[src/rtl/mem_access_pkg.sv]
// Shared encodings for the MEM-stage data-cache initiator: cache commands,
// access sizes, FSM states and the alignment rule.
package mem_access_pkg;
  localparam logic [1:0] MEM_IDLE = 2'b00;
  localparam logic [1:0] MEM_RD   = 2'b01;
  localparam logic [1:0] MEM_WR   = 2'b10;

  localparam logic [1:0] SZ_BYTE = 2'b00;
  localparam logic [1:0] SZ_HALF = 2'b01;
  localparam logic [1:0] SZ_WORD = 2'b10;
  localparam logic [1:0] SZ_RSVD = 2'b11;

  typedef enum logic [2:0] {
    S_IDLE, S_RD, S_RMWR, S_WR, S_ERR, S_DONE
  } state_t;

  function automatic logic bad_access(input logic [1:0] size, input logic [1:0] off);
    return (size == SZ_RSVD) || (size == SZ_HALF && off[0]) ||
           (size == SZ_WORD && off != 2'b00);
  endfunction
endpackage

[src/rtl/mau_lane_align.sv]
// Little-endian lane handling: load extract/extend and sub-word store merge
// into the word just read from the cache.
module mau_lane_align
  import mem_access_pkg::*;
#(
  parameter int DW = 32
) (
  input  logic [1:0]    size,
  input  logic          sign_ext,
  input  logic [1:0]    off,
  input  logic [DW-1:0] rdata,
  input  logic [DW-1:0] wdata,
  output logic [DW-1:0] load_data,
  output logic [DW-1:0] store_word
);
  logic [7:0]  lane_b;
  logic [15:0] lane_h;

  always_comb begin
    lane_b = rdata[{off, 3'b000} +: 8];
    lane_h = rdata[{off[1], 4'b0000} +: 16];
    case (size)
      SZ_BYTE: load_data = {{(DW-8){sign_ext & lane_b[7]}}, lane_b};
      SZ_HALF: load_data = {{(DW-16){sign_ext & lane_h[15]}}, lane_h};
      default: load_data = rdata;
    endcase
    store_word = rdata;
    case (size)
      SZ_BYTE: store_word[{off, 3'b000} +: 8]     = wdata[7:0];
      SZ_HALF: store_word[{off[1], 4'b0000} +: 16] = wdata[15:0];
      default: store_word = wdata;
    endcase
  end
endmodule

[src/rtl/mem_access_unit.sv]
// MEM-stage data-cache initiator: one load/store at a time, waits out BUSY,
// sub-word stores done as read-modify-write against a word-only cache.
module mem_access_unit
  import mem_access_pkg::*;
#(
  parameter int AW = 32,
  parameter int DW = 32
) (
  input  logic          clk,
  input  logic          rst,
  input  logic          req_valid,
  output logic          req_ready,
  input  logic          req_we,
  input  logic [1:0]    req_size,
  input  logic          req_signed,
  input  logic [AW-1:0] req_addr,
  input  logic [DW-1:0] req_wdata,
  output logic          rsp_valid,
  output logic [DW-1:0] rsp_data,
  output logic          rsp_err,
  output logic [1:0]    MEM,
  output logic [31:0]   Addr,
  output logic [31:0]   Wdata,
  input  logic [31:0]   Rdata,
  input  logic          BUSY
);
  state_t        state, state_nx;
  logic          sgn_q;
  logic [1:0]    size_q, off_q;
  logic [DW-1:0] wdata_q;
  logic [DW-1:0] ld_data, st_word;
  logic          accept, req_bad;

  assign req_ready = (state == S_IDLE);
  assign accept    = req_valid & req_ready;
  assign req_bad   = bad_access(req_size, req_addr[1:0]);

  mau_lane_align #(.DW(DW)) u_align (
    .size      (size_q),
    .sign_ext  (sgn_q),
    .off       (off_q),
    .rdata     (Rdata),
    .wdata     (wdata_q),
    .load_data (ld_data),
    .store_word(st_word)
  );

  always_ff @(posedge clk or posedge rst) begin
    if (rst) state <= S_IDLE;
    else     state <= state_nx;
  end

  // ERR doubles as the response cycle so errors complete one cycle after accept.
  always_comb begin
    state_nx  = state;
    MEM       = MEM_IDLE;
    rsp_valid = 1'b0;
    case (state)
      S_IDLE: if (accept) begin
        if (req_bad)                 state_nx = S_ERR;
        else if (!req_we)            state_nx = S_RD;
        else if (req_size == SZ_WORD) state_nx = S_WR;
        else                          state_nx = S_RMWR;
      end
      S_RD: begin
        MEM = MEM_RD;
        if (!BUSY) state_nx = S_DONE;
      end
      S_RMWR: begin
        MEM = MEM_RD;
        if (!BUSY) state_nx = S_WR;
      end
      S_WR: begin
        MEM = MEM_WR;
        if (!BUSY) state_nx = S_DONE;
      end
      S_ERR: begin
        rsp_valid = 1'b1;
        state_nx  = S_IDLE;
      end
      S_DONE: begin
        rsp_valid = 1'b1;
        state_nx  = S_IDLE;
      end
      default: state_nx = S_IDLE;
    endcase
  end

  always_ff @(posedge clk or posedge rst) begin
    if (rst) begin
      sgn_q    <= 1'b0;
      size_q   <= SZ_BYTE;
      off_q    <= 2'b00;
      wdata_q  <= '0;
      Addr     <= '0;
      Wdata    <= '0;
      rsp_data <= '0;
      rsp_err  <= 1'b0;
    end else begin
      if (accept) begin
        sgn_q    <= req_signed;
        size_q   <= req_size;
        off_q    <= req_addr[1:0];
        wdata_q  <= req_wdata;
        Addr     <= 32'(req_addr[AW-1:2]);
        rsp_data <= '0;
        rsp_err  <= req_bad;
        if (req_we) Wdata <= req_wdata;
      end
      if (state == S_RD && !BUSY)   rsp_data <= ld_data;
      if (state == S_RMWR && !BUSY) Wdata    <= st_word;
    end
  end
endmodule
[config.mk]
export PLATFORM = sky130hd
export DESIGN_NAME = mem_access_unit
export DESIGN_NICKNAME = d
export VERILOG_FILES = /design/src/rtl/mem_access_pkg.sv /design/src/rtl/mau_lane_align.sv /design/src/rtl/mem_access_unit.sv
export SDC_FILE = /design/constraint.sdc
export NUM_CORES = 1
export LEC_CHECK = 0
export CAP_MARGIN = 20
export CORE_MARGIN = 3
export CORE_UTILIZATION = 48
export DETAILED_ROUTE_END_ITERATION = 16
export PLACE_DENSITY = 0.78
export SLEW_MARGIN = 20
export SYNTH_ARGS = -nofsm -noshare
export SYNTH_HDL_FRONTEND = slang
export SYNTH_SLANG_ARGS = --single-unit
export TNS_END_PERCENT = 5
[constraint.sdc]
create_clock -name clk -period 5.55 [get_ports clk]
set_clock_uncertainty 0.05 [all_clocks]
set_input_delay 1.11 -clock clk [delete_from_list [all_inputs] [get_ports clk]]
set_output_delay 1.11 -clock clk [all_outputs]
set_load 0.01 [all_outputs]
==> results.yml <==
outcome:
  status: "completed"
synth:
  synthCells: 750
  syn_area_um2: 6960
  yosysTopAreaCellShare_pct: 48.5
  synth_cell_types: 52
  ys_seq_area_share_pct: 48.5
  avgSynthCellArea_um2: 9.28
  synth_ff_type: "dfrtp_1"
  yosys.area.top_type: "dfrtp_1"
  synth_edf_count: 0
  yosysWarnings: 0
  ys_async_sr_fraction_pct: 100
  yosys_register_bits: 135
  synth_area_leaders: "dfrtp_1, nand2_1, mux2i_1"
final_layout:
  fillers: 1062
  multiInputGateArea_um2: 3310
  final_common_cell: "nand2_1"
  layout-drive-gt1-share_pct: 6.31
  ff_latch_area_um2: 3380
  stdcell_count: 1115
  diodes: 0
  area_delta_synth_final_pct: 39.1
  design_area_um2: 9680
  nets: 1031
  final_cell_mix: "nand2_1, clkdlybuf4s50_1, dfrtp_1, a22oi_1, mux2i_1"
clock_tree:
  numCtsBuffers: 17
  clk_path_buf_depth: 2
  insertion_delay_ns: 0.42
  cts_setup_buffers: 0
  path_clk_slew_ns: 0.06
  cts_tree: "built"
  cts_resized: 0
  h-tree-depth: 4
  root_buffer: "clkbuf_16"
  cts_hold_buf: 0
  cts_sinks: 135
die:
  dieArea_um2: 16000
  dieHeight_um: 126
  pin_count: 205
  die_w_um: 126
  coreArea_um2: 14000
  start_util_pct: 49.6
  fp-row-count: 43
timing:
  setup_tns_ns: 0
  slew_violations: 0
  finalCritPeriodShare_pct: 61.0
  relSlewSlack_pct: 37.3
  hold_ws_ns: 0.423
  setup_viol: 0
  rsz0062_at_grt: "false"
  fin_crit_ns: 3.39
  finalHoldViolations: 0
  worst_pin_slew_ns: 0.939
  fmax_mhz: 295
placement:
  place_area_um2: 9050
  place_hpwl_mm: 17.1
  dp.cells: 1082
  port_buffers: 202
  place_congestion: 0.867
setup_path:
  arrival_ns: 3.66
  end_kind: "flip-flop"
  worstSetupPathType: "flip-flop to flip-flop"
  worstPathRequired_ns: 5.82
  worst_setup_path_start_kind: "flip-flop"
  r2r_setup_slack_ns: 2.16
  crit_path_max_fanout: 20
global_routing:
  antenna_found_initial: 0
  overflow: 0
  grt_max_degree: 72
  grt_pass1_vias: 6813
  grt_pass1_wl_mm: 38.5
  track_usage_pct: 30.7
detailed_routing:
  drtPass1Iterations: 6
  finalWirelength_mm: 24.6
  viasPerCell: 6.20
  post_drt_wl_per_cell_um: 22.0
  drt-initial-drc-count: 864
  postRouteAntennaNets: 0
  num_vias: 6917
  drc: 0
power_and_ir_drop:
  peakVddDrop_mv: 0.297
  power.total_uw: 5830
  leakage_uw: 0.00445
  power_density_nw_per_um2: 602
min_path:
  min_path_type: "flip-flop to flip-flop"
run:
  max_cap_viol_count: 0
## sequential cells by signal (all words and copies together), names as in the netlist
signal	flops
Addr	30
Wdata	32
off_q	2
rsp_data	32
rsp_err	1
sgn_q	1
size_q	2
state	3
wdata_q	32
## layout make-up
cell class / count / share of cell area, %
clock buffers: 21 / 4.86
well taps: 180 / 2.33
inverters: 11 / 0.452
repair buffers: 213 / 21.7
flip-flops and latches: 135 / 34.9
clock inverters: 11 / 1.52
multi-input cells: 544 / 34.2
## layer usage
metal / global-route usage [%] / part of all wire (%) / vias up
met1: 42.0 / 40 / 3379
met2: 46.8 / 45 / 450
met4: 9.46 / 2.5 / 0
li1: - / - / 3029
met3: 10.2 / 12 / 59
met5: 0 / 0 / -
## worst max-delay path: stages, from the launching register on
cell      delay, ns
dfrtp_1        0.95
inv_1          0.36
ha_1           0.46
nor4bb_2       0.76
a221oi_1       0.18
a211o_1        0.32
a22oi_1        0.21
## synthesized netlist by cell type, types with 10 or more instances
cell        n
dfrtp_1   135
nand2_1   234
nor2_1     15
nand3_1    19
inv_1      10
a221oi_1   24
clkbuf_1   44
a22oi_1    41
o21ai_0    31
a22o_1     14
a21oi_1    25
buf_2      13
mux2i_1    34
a211o_1    16
## power by group
| group | internal, µW | switching (µW) | leakage [µW] |
|---|---|---|---|
| registers | 1450 | 464 | 0.00169 |
| logic | 1320 | 1410 | 0.00247 |
| clock network | 742 | 441 | 0.000291 |
## through the flow
stage | setup WS, ns | utilization [%]
after detailed placement | 1.98 | 64.4
after CTS | 1.86 | 68.8
after floorplan | 0.779 | -
after global routing | 1.99 | 69.0
after global placement | 2.05 | 64.4
final | 2.16 | 69.0
## logic make-up (layout without fill, tap and decap cells)
| kind of cell | Yosys count | after routing | synth area share [%] |
|---|---|---|---|
| compound gates | 195 | 195 | 20.7 |
| mux | 39 | 39 | 6.51 |
| other cells | 1 | 2 | 0.0539 |
| flops | 135 | 135 | 48.5 |
| fa+ha+maj | 5 | 5 | 0.899 |
| xor+xnor | 1 | 1 | 0.126 |
| buf+inv | 72 | 256 | 4.22 |
| simple gates | 302 | 302 | 18.9 |
## final timing paths
check                                          start                     to  depth (start not counted)
worst max-delay path            off_q[1]$_DFFE_PP0P_  Wdata[22]$_DFFE_PP0P_                          6
worst min-delay path            Addr[22]$_DFFE_PP0P_   Addr[22]$_DFFE_PP0P_                          2
worst max register to register  off_q[1]$_DFFE_PP0P_  Wdata[22]$_DFFE_PP0P_                          6
worst min register to register  Addr[22]$_DFFE_PP0P_   Addr[22]$_DFFE_PP0P_                          2
max in group asynchronous                        rst    Addr[1]$_DFFE_PP0P_                          3
min in group asynchronous                        rst   Addr[13]$_DFFE_PP0P_                          2
No activity file was read; power rests on OpenSTA's default activity.
